`config.mk`:
```
export PLATFORM = sky130hd
export DESIGN_NAME = force_release_sched_flat
export DESIGN_NICKNAME = d
export VERILOG_FILES = /design/src/rtl/force_release_sched_if.sv /design/src/rtl/force_release_sched.sv /design/src/flat_wrapper.sv
export SDC_FILE = /design/constraint.sdc
export NUM_CORES = 1
export LEC_CHECK = 0
export CAP_MARGIN = 25
export CORE_MARGIN = 2
export CORE_UTILIZATION = 40
export DETAILED_ROUTE_END_ITERATION = 12
export PLACE_DENSITY = 0.7
export SLEW_MARGIN = 10
export SYNTH_ARGS = -nofsm -noshare
export SYNTH_HDL_FRONTEND = slang
export SYNTH_SLANG_ARGS = --single-unit
```
`constraint.sdc`:
```
create_clock -name i_sclk -period 3.8 [get_ports i_sclk]
set_input_delay 0.38 -clock i_sclk [delete_from_list [all_inputs] [get_ports i_sclk]]
set_output_delay 0.38 -clock i_sclk [all_outputs]
set_load 0.05 [all_outputs]
```
`src/rtl/force_release_sched_if.sv`:
```
// Bundles the requester, net-observation and net-mux signals of force_release_sched.
// slave = the scheduler, master = the sequencer/bench side.
interface force_release_sched_if #(
    parameter int N_REQ = 2,
    parameter int CNT_W = 4
);
    logic [N_REQ-1:0]       i_req;
    logic [N_REQ-1:0]       i_val;
    logic [N_REQ*CNT_W-1:0] i_hold;
    logic                   i_net;
    logic [N_REQ-1:0]       o_gnt;
    logic                   o_force;
    logic                   o_force_val;
    logic                   o_release;
    logic [N_REQ-1:0]       o_done;
    logic                   o_abort;
    logic                   o_mismatch;
    logic                   o_busy;

    modport slave (
        input  i_req, i_val, i_hold, i_net,
        output o_gnt, o_force, o_force_val, o_release, o_done, o_abort, o_mismatch, o_busy
    );

    modport master (
        output i_req, i_val, i_hold, i_net,
        input  o_gnt, o_force, o_force_val, o_release, o_done, o_abort, o_mismatch, o_busy
    );
endinterface

```
`src/rtl/force_release_sched.sv`:
```
// Round-robin force/release scheduler for one shared net; all outputs registered, grant visible
// the cycle after the request is sampled, force held hold+1 cycles, then a one-cycle release.
module force_release_sched #(
    parameter int N_REQ = 2,
    parameter int CNT_W = 4,
    parameter int GAP   = 1
) (
    input  logic                  i_sclk,
    input  logic                  i_srst,
    force_release_sched_if.slave  bus
);
    localparam int PTR_W = (N_REQ > 1) ? $clog2(N_REQ) : 1;
    localparam int GAP_W = $clog2(GAP + 2);

    localparam logic [1:0] ST_IDLE    = 2'd0;
    localparam logic [1:0] ST_FORCE   = 2'd1;
    localparam logic [1:0] ST_RELEASE = 2'd2;
    localparam logic [1:0] ST_GAP     = 2'd3;

    logic [1:0]       state_q, state_d;
    logic [PTR_W-1:0] ptr_q, ptr_d;
    logic [PTR_W-1:0] win_q, win_d;
    logic [CNT_W-1:0] cnt_q, cnt_d;
    logic [GAP_W-1:0] gap_q, gap_d;
    logic             first_q, first_d;
    logic [N_REQ-1:0] gnt_q, gnt_d;
    logic             force_q, force_d;
    logic             force_val_q, force_val_d;
    logic             release_q, release_d;
    logic [N_REQ-1:0] done_q, done_d;
    logic             abort_q, abort_d;
    logic             mismatch_q, mismatch_d;
    logic             busy_q, busy_d;

    logic [CNT_W-1:0] hold_arr [N_REQ];
    logic             sel_vld;
    logic [PTR_W-1:0] sel;
    logic [PTR_W-1:0] idx;

    for (genvar k = 0; k < N_REQ; k++) begin : g_hold
        assign hold_arr[k] = bus.i_hold[k*CNT_W +: CNT_W];
    end

    // First requester at or after the pointer, wrapping.
    always_comb begin
        sel_vld = 1'b0;
        sel     = '0;
        idx     = '0;
        for (int i = 0; i < N_REQ; i++) begin
            idx = PTR_W'((int'(ptr_q) + i) % N_REQ);
            if (!sel_vld && bus.i_req[idx]) begin
                sel_vld = 1'b1;
                sel     = idx;
            end
        end
    end

    always_comb begin
        state_d     = state_q;
        ptr_d       = ptr_q;
        win_d       = win_q;
        cnt_d       = cnt_q;
        gap_d       = gap_q;
        first_d     = first_q;
        gnt_d       = gnt_q;
        force_d     = force_q;
        force_val_d = force_val_q;
        release_d   = 1'b0;
        done_d      = '0;
        abort_d     = 1'b0;
        mismatch_d  = mismatch_q;

        case (state_q)
            ST_IDLE: begin
                if (sel_vld) begin
                    state_d     = ST_FORCE;
                    win_d       = sel;
                    ptr_d       = (sel == PTR_W'(N_REQ - 1)) ? '0 : sel + 1'b1;
                    cnt_d       = hold_arr[sel];
                    force_val_d = bus.i_val[sel];
                    force_d     = 1'b1;
                    gnt_d       = N_REQ'(1) << sel;
                    first_d     = 1'b1;
                end
            end
            ST_FORCE: begin
                first_d = 1'b0;
                // The net gets one cycle to settle before it is compared.
                if (!first_q && (bus.i_net != force_val_q)) begin
                    mismatch_d = 1'b1;
                end
                if (!bus.i_req[win_q]) begin
                    state_d   = ST_RELEASE;
                    force_d   = 1'b0;
                    gnt_d     = '0;
                    release_d = 1'b1;
                    abort_d   = 1'b1;
                end else if (cnt_q == '0) begin
                    state_d       = ST_RELEASE;
                    force_d       = 1'b0;
                    gnt_d         = '0;
                    release_d     = 1'b1;
                    done_d[win_q] = 1'b1;
                end else begin
                    cnt_d = cnt_q - 1'b1;
                end
            end
            ST_RELEASE: begin
                if (GAP > 0) begin
                    state_d = ST_GAP;
                    gap_d   = GAP_W'(GAP - 1);
                end else begin
                    state_d = ST_IDLE;
                end
            end
            default: begin
                if (gap_q == '0) begin
                    state_d = ST_IDLE;
                end else begin
                    gap_d = gap_q - 1'b1;
                end
            end
        endcase

        busy_d = (state_d != ST_IDLE);
    end

    always_ff @(posedge i_sclk or negedge i_srst) begin
        if (!i_srst) begin
            state_q     <= ST_IDLE;
            ptr_q       <= '0;
            win_q       <= '0;
            cnt_q       <= '0;
            gap_q       <= '0;
            first_q     <= 1'b0;
            gnt_q       <= '0;
            force_q     <= 1'b0;
            force_val_q <= 1'b0;
            release_q   <= 1'b0;
            done_q      <= '0;
            abort_q     <= 1'b0;
            mismatch_q  <= 1'b0;
            busy_q      <= 1'b0;
        end else begin
            state_q     <= state_d;
            ptr_q       <= ptr_d;
            win_q       <= win_d;
            cnt_q       <= cnt_d;
            gap_q       <= gap_d;
            first_q     <= first_d;
            gnt_q       <= gnt_d;
            force_q     <= force_d;
            force_val_q <= force_val_d;
            release_q   <= release_d;
            done_q      <= done_d;
            abort_q     <= abort_d;
            mismatch_q  <= mismatch_d;
            busy_q      <= busy_d;
        end
    end

    assign bus.o_gnt       = gnt_q;
    assign bus.o_force     = force_q;
    assign bus.o_force_val = force_val_q;
    assign bus.o_release   = release_q;
    assign bus.o_done      = done_q;
    assign bus.o_abort     = abort_q;
    assign bus.o_mismatch  = mismatch_q;
    assign bus.o_busy      = busy_q;
endmodule

```
`src/flat_wrapper.sv`:
```
// flat-port wrapper written by rule: the top's interface ports become plain ports
module force_release_sched_flat 
#(
    parameter int N_REQ = 2,
    parameter int CNT_W = 4,
    parameter int GAP   = 1
)
  (i_sclk, i_srst, bus_i_req, bus_i_val, bus_i_hold, bus_i_net, bus_o_gnt, bus_o_force, bus_o_force_val, bus_o_release, bus_o_done, bus_o_abort, bus_o_mismatch, bus_o_busy);
  force_release_sched_if #(.N_REQ(N_REQ), .CNT_W(CNT_W)) bus_i ();
  input  logic i_sclk;
  input  logic i_srst;
  input wire logic [$bits(bus_i.i_req)-1:0] bus_i_req;
  input wire logic [$bits(bus_i.i_val)-1:0] bus_i_val;
  input wire logic [$bits(bus_i.i_hold)-1:0] bus_i_hold;
  input wire logic [$bits(bus_i.i_net)-1:0] bus_i_net;
  output wire logic [$bits(bus_i.o_gnt)-1:0] bus_o_gnt;
  output wire logic [$bits(bus_i.o_force)-1:0] bus_o_force;
  output wire logic [$bits(bus_i.o_force_val)-1:0] bus_o_force_val;
  output wire logic [$bits(bus_i.o_release)-1:0] bus_o_release;
  output wire logic [$bits(bus_i.o_done)-1:0] bus_o_done;
  output wire logic [$bits(bus_i.o_abort)-1:0] bus_o_abort;
  output wire logic [$bits(bus_i.o_mismatch)-1:0] bus_o_mismatch;
  output wire logic [$bits(bus_i.o_busy)-1:0] bus_o_busy;
  assign bus_i.i_req = bus_i_req;
  assign bus_i.i_val = bus_i_val;
  assign bus_i.i_hold = bus_i_hold;
  assign bus_i.i_net = bus_i_net;
  assign bus_o_gnt = bus_i.o_gnt;
  assign bus_o_force = bus_i.o_force;
  assign bus_o_force_val = bus_i.o_force_val;
  assign bus_o_release = bus_i.o_release;
  assign bus_o_done = bus_i.o_done;
  assign bus_o_abort = bus_i.o_abort;
  assign bus_o_mismatch = bus_i.o_mismatch;
  assign bus_o_busy = bus_i.o_busy;
  force_release_sched #(.N_REQ(N_REQ), .CNT_W(CNT_W), .GAP(GAP)) u_core (.i_sclk(i_sclk), .i_srst(i_srst), .bus(bus_i));
endmodule
```
Word-level counts from Yosys, hierarchy flattened
Index checks and enable logic that the tools add are counted.

word-level totals
  register bits = 21
  input bits = 15
  output and inout port bits = 10
  logic and storage cells = 98

cells by class
  add/subtract/negate cells = 4
  $lt $le $gt $ge = 6
  equality and inequality tests = 8
  shift-type cells = 1
  mux-type cells = 46
  bitwise gates (word level) = 2
  reductions and logical operators = 17

operators with widths
  operator                                                               number
  4-bit two-way mux                                                      6
  1-bit two-way mux                                                      22
  2-bit two-way mux                                                      11
  1-bit by 2-bit < comparator with 1-bit output, second input constant   4
  2-bit one-hot mux with 2 select lines                                  2
  4-bit one-hot mux with 2 select lines                                  1
  2-bit AND reduction                                                    4
  2-bit one-hot mux with 3 select lines                                  1
  2-bit logical NOT                                                      2
  4-bit logical NOT                                                      1
  2-bit by 1-bit != test with 1-bit output, second input constant        2
  2-bit != test, second input constant                                   2
  1-bit one-hot mux with 2 select lines                                  2
  4-bit AND reduction                                                    1
  2-bit nonzero test                                                     2
  4-bit by 1-bit subtractor with 4-bit output, second input constant     1
  1-bit logical AND                                                      3
  3-bit != test, second input constant                                   1
  3-bit AND reduction                                                    1
  1-bit adder, second input constant                                     2
  2-bit by 1-bit equality test with 1-bit output, second input constant  1
  2-bit equality test, second input constant                             1
  2-bit >= comparator, second input constant                             1
  1-bit logical NOT                                                      2
  8 further kinds                                                        8

Logic depth before layout (Yosys ltp)
Gate-level depths: netlist (run 1).

  depth in word-level cells = 12
  gate-level depth with buffers = 8
  depth with buffers taken out = 7

Worst setup path after synthesis (run 1)
Ideal clock, no wire load.

  path type = register -> register
  from = register u_core.cnt_q[0]
  to = register u_core.cnt_q[2]
  arrival = 1.484 ns
  setup slack = 2.195 ns
  cell stages (with the launch flop) = 9
  clock period less this slack = 1.605 ns
  cells stage by stage = dfrtp_1 inv_1 ha_1 nor3b_4 nor2b_4 o21ba_1 buf_6 o21ai_0 a22o_2

on the way
  word-level cells in the longest chain between the ends = 4
  elaborated cells between the ends (all ways) = 7
  classes of those cells = add/sub: 1; eq/ne: 1; mux: 3; reduce/logical: 2

RTL lines
  item                                         line                        source
  start, declared                              force_release_sched.sv:23   logic [CNT_W-1:0] cnt_q, cnt_d;
  start signal, assigned                       force_release_sched.sv:148  cnt_q <= cnt_d;
  4-bit by 1-bit subtractor with 4-bit output  force_release_sched.sv:105  cnt_d = cnt_q - 1'b1;
  4-bit two-way mux                            force_release_sched.sv:98   end else if (cnt_q == '0) begin
  4-bit two-way mux                            force_release_sched.sv:92   if (!bus.i_req[win_q]) begin
  4-bit one-hot mux with 2 select lines        force_release_sched.sv:73   case (state_q)

Several ways; a longest one is shown, not always the timed one. The select of a mux whose other input is x is not followed.
A chain may end at the register's enable or synchronous reset.

Worst setup path in the final report (run 1)
  from = register u_core.force_val_q (netlist: u_core.bus.o_force_val)
  to = output bus_o_force_val

RTL lines
  item                    line                        source
  start, declared         force_release_sched.sv:28   logic force_val_q, force_val_d;
  start signal, assigned  force_release_sched.sv:153  force_val_q <= force_val_d;
  end, declared           flat_wrapper.sv:18          output wire logic [$bits(bus_i.o_force_val)-1:0] bus_o_force_val;

No word-level cell between the ends.

==> results of run 1 <==
-- flip-flops by register name, summed over array words and instances, names as in the netlist --
| register | cells |
|---|---|
| u_core.bus.o_abort | 1 |
| u_core.bus.o_busy | 1 |
| u_core.bus.o_done | 2 |
| u_core.bus.o_force | 1 |
| u_core.bus.o_force_val | 1 |
| u_core.bus.o_gnt | 2 |
| u_core.bus.o_mismatch | 1 |
| u_core.bus.o_release | 1 |
| u_core.cnt_q | 4 |
| u_core.first_q | 1 |
| u_core.gap_q | 2 |
| u_core.ptr_q | 1 |
| u_core.state_q | 2 |
| u_core.win_q | 1 |
-- through the flow --
| step | cell area [µm²] | worst slack, ns | utilization, % |
|---|---|---|---|
| final | 1360 | 1.90 | 54.4 |
| after floorplan | 1060 | 2.19 | - |
| after detailed placement | 1320 | 1.59 | 52.7 |
| after global placement | 1320 | 1.61 | 52.7 |
| after CTS | 1340 | 1.88 | 53.8 |
| after global routing | 1360 | 1.78 | 54.4 |
-- routing by layer --
metal  global-route usage (%)  vias up
li1                         -      423
met1                     18.1      405
met2                     26.2       23
met3                     3.75        5
met4                     4.18        0
met5                        0        -
-- final timing paths --
path,startpoint,end,slack [ns]
setup / recovery,u_core.bus.o_force_val,bus_o_force_val,1.90
hold / removal,i_srst,u_core.bus.o_force_val,0.26
setup reg to reg,u_core.cnt_q[0],u_core.cnt_q[2],1.95
hold reg to reg,u_core.first_q,u_core.bus.o_mismatch,0.47
max in group asynchronous,i_srst,u_core.gap_q[0],3.17
min in group i_sclk,u_core.first_q,u_core.bus.o_mismatch,0.47
-- cell usage after synthesis, types with 2 or more instances --
library cell / count / area share, %
o31ai_1: 2 / 1.4
a21oi_1: 7 / 3.3
o21ai_0: 8 / 3.8
ha_1: 2 / 2.4
nor2_1: 14 / 5.0
nand2_1: 6 / 2.1
dfrtp_1: 21 / 50
o22ai_1: 3 / 1.8
nor3_1: 4 / 1.9
nand3b_1: 2 / 1.4
clkbuf_1: 2 / 0.71
inv_1: 10 / 3.5
mux2i_1: 4 / 3.8
a22o_2: 2 / 1.9
-- layout make-up --
class,count,area (µm²),share of cell area [%]
Sequential cell,21,526,38.7
Multi-Input combinational cell,72,477,35.1
Timing Repair Buffer,25,255,18.8
Inverter,10,37.5,2.76
Tap cell,30,37.5,2.76
Clock buffer,4,26.3,1.93
-- cells by family (layout without fill, tap and decap cells) --
| logic type | count (synthesis) | after routing | share of synthesized area (%) |
|---|---|---|---|
| and+or+nand+nor | 34 | 34 | 17.8 |
| AOI/OAI and AO/OA | 29 | 29 | 17.7 |
| DFF | 21 | 21 | 49.6 |
| buffers and inverters | 13 | 39 | 5.32 |
| muxes | 6 | 6 | 6.26 |
| adders and majority gates | 2 | 2 | 2.36 |
| xor gates and xnor gates | 1 | 1 | 0.828 |
-- where the power goes --
part	internal [mW]	switching [mW]	total, mW
clock network	0.0409	0.0665	0.107
logic	0.221	0.301	0.522
registers	0.305	0.0962	0.402
==> results.yml, run 1 <==
sta:
  fmax_ghz: 0.527
  hold_violations: 0
  drv_slew: 0
  setup_tns_ns: 0
  fin_crit_sh_pct: 50.0
  post-route-min-period_ns: 1.90
  worstMarginPinSlew_ns: 0.497
  fin_hold_ws_ns: 0.259
  relSlewSlack_pct: 66.8
  setup_viol: 0
  fin_skew_ns: 0.00786
  rsz0062_at_grt: "no"
routing:
  vias: 856
  ant_nets: 0
  drc: 0
  wl_met2_um: 966
  top_layer_used: "met4"
  drt-met1-wl_um: 1000
  wl_um: 2110
  wl_per_cell_um: 13.0
  first_pass_iters: 4
  via_per_inst: 5.28
  met3_length_um: 113
  first_iter_violations: 7
floorplanning:
  start_util_pct: 42.3
  dieHeight_um: 55.4
  die-area_um2: 3070
  ios: 25
  die_w_um: 55.4
  rows: 18
  core_um2: 2500
logic_synthesis:
  synth_seq_area_share_pct: 49.6
  syn_nets: 123
  synth-edff-count: 0
  synth.avg_cell_area_um2: 9.99
  syn_inst: 106
  ys_types: 33
  ys_seq_elements: 21
  ys_warn_count: 0
  synth_flop_cell: "dfrtp_1"
  synthArstFlopShare_pct: 100
  netlist_area_um2: 1060
grt:
  grt_pass1_wl_um: 3720
  antenna_found_initial: 0
  grt-ovfl-total: 0
  grt_pass1_vias: 866
  grt_max_degree: 22
  track_usage_pct: 14.9
place:
  gp_congestion: 0.752
  io_buffers: 24
  placed_cells: 157
  dp_hpwl_um: 1550
layout:
  fill_cells: 231
  layout_common_cells: "24 x clkdlybuf4s50_1, 21 x dfrtp_1, 14 x nor2_1"
  layout_commonest_cell: "clkdlybuf4s50_1"
  syn_to_final_growth_pct: 28.4
  finalNonFillerCells: 162
  drive_gt1_share_pct: 9.85
  diodes: 0
  nets: 150
worst_setup_path:
  max_stage_delay_ns: 0.82
  critPathTopFamily: "buffers and inverters"
  crit_type: "flop to output pin"
  path_buf_inv: 1
  worst_setup_path_end_kind: "output pin"
  cp.required_ns: 3.42
  r2r_cells: 7
  cp.depth: 1
  crit_path_start_kind: "flop"
  path_max_fanout: 3
  cpMaxStageDelayCell: "clkdlybuf4s50_1"
  path_cells: "clkdlybuf4s50_1"
  critPathArrivalTime_ns: 1.52
clock_tree:
  clock_latency_ns: 0.30
  post_cts_resized: 0
  htreeDepth: 1
  post_cts_buffers: 0
  cts_tree: "built"
  clkSinkCount: 21
  clockRootBuffer: "clkbuf_4"
  ctsHoldBuffers: 0
  numCtsBuffers: 3
  clock_path_buffers: 2
  path_clk_slew_ns: 0.11
power_and_ir_drop:
  powerDensity_nw_per_um2: 759
  p_leak_nw: 0.603
  max-vdd-ir-drop_uv: 362
  power_mw: 1.03
run_status:
  status: "finished clean"
flow_run:
  maxCapViolations: 0
worst_hold_path:
  hp-class: "input pin to async pin"
(Power assumes the default switching activity.)
==> run 2, diff against run 1 <==
- clock period: 3.8 -> 1.9 ns (I/O delays scaled with it)
==> run 2 against run 1 <==
  * Flip-flop and latch count unchanged
  * Setup slack worse by 1.7 ns
  * Sequential power up 92%
  * Highest routed layer is now met3
==> results.yml, run 2 (synthesized netlist as in run 1, its figures left out) <==
power_and_ir_drop:
  combPwrFrac_pct: 53.2
  swShare_pct: 44.4
  power_mw: 2.09
  clockPowerShare_pct: 9.9
  seqPwrFrac_pct: 36.9
  powerDensity_nw_per_um2: 1500
  p_switching_mw: 0.927
  p_leak_nw: 0.623
  intPower_mw: 1.16
  max-vdd-ir-drop_uv: 822
layout:
  fill_cells: 221
  largest_reg_flops: 4
  largest_register: "u_core.cnt_q"
  syn_to_final_growth_pct: 31.3
  diodes: 0
  nets: 155
  finalNonFillerCells: 167
  layout_common_cells: "24 x clkdlybuf4s50_1, 21 x dfrtp_1, 14 x nor2_1"
  drive_gt1_share_pct: 14.6
  layout_commonest_cell: "clkdlybuf4s50_1"
sta:
  setup_tns_ns: 0
  post-route-min-period_ns: 1.70
  hold_violations: 0
  relSlewSlack_pct: 66.6
  fin_crit_sh_pct: 89.3
  setup_ws_ns: 0.202
  fin_skew_ns: 0.00694
  rsz0062_at_grt: "no"
  setup_viol: 0
  drv_slew: 0
  fmax_ghz: 0.589
  fin_hold_ws_ns: 0.222
  worstMarginPinSlew_ns: 0.499
clock_tree:
  cts_tree: "built"
  post_cts_buffers: 0
  clock_path_buffers: 2
  clock_latency_ns: 0.30
  path_clk_slew_ns: 0.11
  numCtsBuffers: 3
  ctsHoldBuffers: 0
  clkSinkCount: 21
  htreeDepth: 1
  clockRootBuffer: "clkbuf_4"
place:
  placed_cells: 163
  io_buffers: 24
  preCtsSetupSlack_ns: -0.0175
  dp_hpwl_um: 1530
  gp_congestion: 0.754
worst_setup_path:
  crit_path_start_kind: "flop"
  ff2ff_setup_slack_ns: 0.22
  critPathTopFamily: "buffers and inverters"
  max_stage_delay_ns: 0.81
  path_max_fanout: 3
  path_buf_inv: 1
  worst_setup_path_end_kind: "output pin"
  cpMaxStageDelayCell: "clkdlybuf4s50_1"
  crit_type: "flop to output pin"
  critPathArrivalTime_ns: 1.51
  cp.required_ns: 1.71
  path_cells: "clkdlybuf4s50_1"
grt:
  grt_pass1_wl_um: 3550
  track_usage_pct: 14.2
  antenna_found_initial: 0
  grt_max_degree: 22
  grt_pass1_vias: 829
  grt-ovfl-total: 0
run_status:
  status: "finished clean"
floorplanning:
  dieHeight_um: 55.4
  die-area_um2: 3070
  ios: 25
  start_util_pct: 42.3
  rows: 18
  core_um2: 2500
  die_w_um: 55.4
routing:
  wl_per_cell_um: 12.0
  vias: 856
  via_per_inst: 5.13
  drc: 0
  first_iter_violations: 12
  first_pass_iters: 4
  wl_um: 2000
  ant_nets: 0
flow_run:
  maxCapViolations: 0
worst_hold_path:
  hp-class: "input pin to async pin"
## run 2: path summary, 6_finish.rpt
check | endpoint | cells past startpoint | from
setup / recovery | bus_o_force_val | 1 | u_core.bus.o_force_val
hold / removal | u_core.bus.o_release | 2 | i_srst
setup reg to reg | u_core.cnt_q[2] | 7 | u_core.cnt_q[0]
hold reg to reg | u_core.bus.o_mismatch | 1 | u_core.first_q
max in group asynchronous | u_core.ptr_q | 2 | i_srst
min in group i_sclk | u_core.bus.o_mismatch | 1 | u_core.first_q
## run 2: repair_timing
item	in CTS	in global routing
setup endpoints to repair	0	1
gates resized for setup	0	1
endpoints found under the hold margin	0	0
## run 2: final cells by class
| type | instances | area, µm² | share of cell area (%) |
|---|---|---|---|
| timing repair buffer | 30 | 285 | 20.5 |
| tap | 30 | 37.5 | 2.70 |
| inverter | 10 | 37.5 | 2.70 |
| clock buffer | 3 | 22.5 | 1.62 |
| sequential | 21 | 526 | 37.8 |
| clock inverter | 1 | 5.00 | 0.360 |
| multi-input combinational | 72 | 477 | 34.3 |
## run 2: stage by stage
| stage | utilization (%) | area, µm² |
|---|---|---|
| after floorplan | - | 1060 |
| after global placement | 54.5 | 1360 |
| after detailed placement | 54.5 | 1360 |
| after CTS | 55.6 | 1390 |
| after global routing | 55.6 | 1390 |
| final | 55.6 | 1390 |
## run 2: per-layer routing
layer | vias to the layer above | wire length (µm) | GRT usage, %
met2 | 20 | 968 | 23.3
met3 | 0 | 113 | 3.98
met4 | 0 | 0 | 3.83
met1 | 404 | 919 | 18.3
li1 | 432 | - | -
met5 | - | 0 | 0
## run 2: power groups by stage
stage	combinational, mW	clock [mW]	sequential, mW
2_1_floorplan	0.619	0	0.965
3_3_place_gp	1.10	0	0.774
3_5_place_dp	1.12	0	0.780
4_1_cts	1.12	0.220	0.771
5_1_grt	1.23	0.240	0.800
6_report	1.11	0.206	0.772
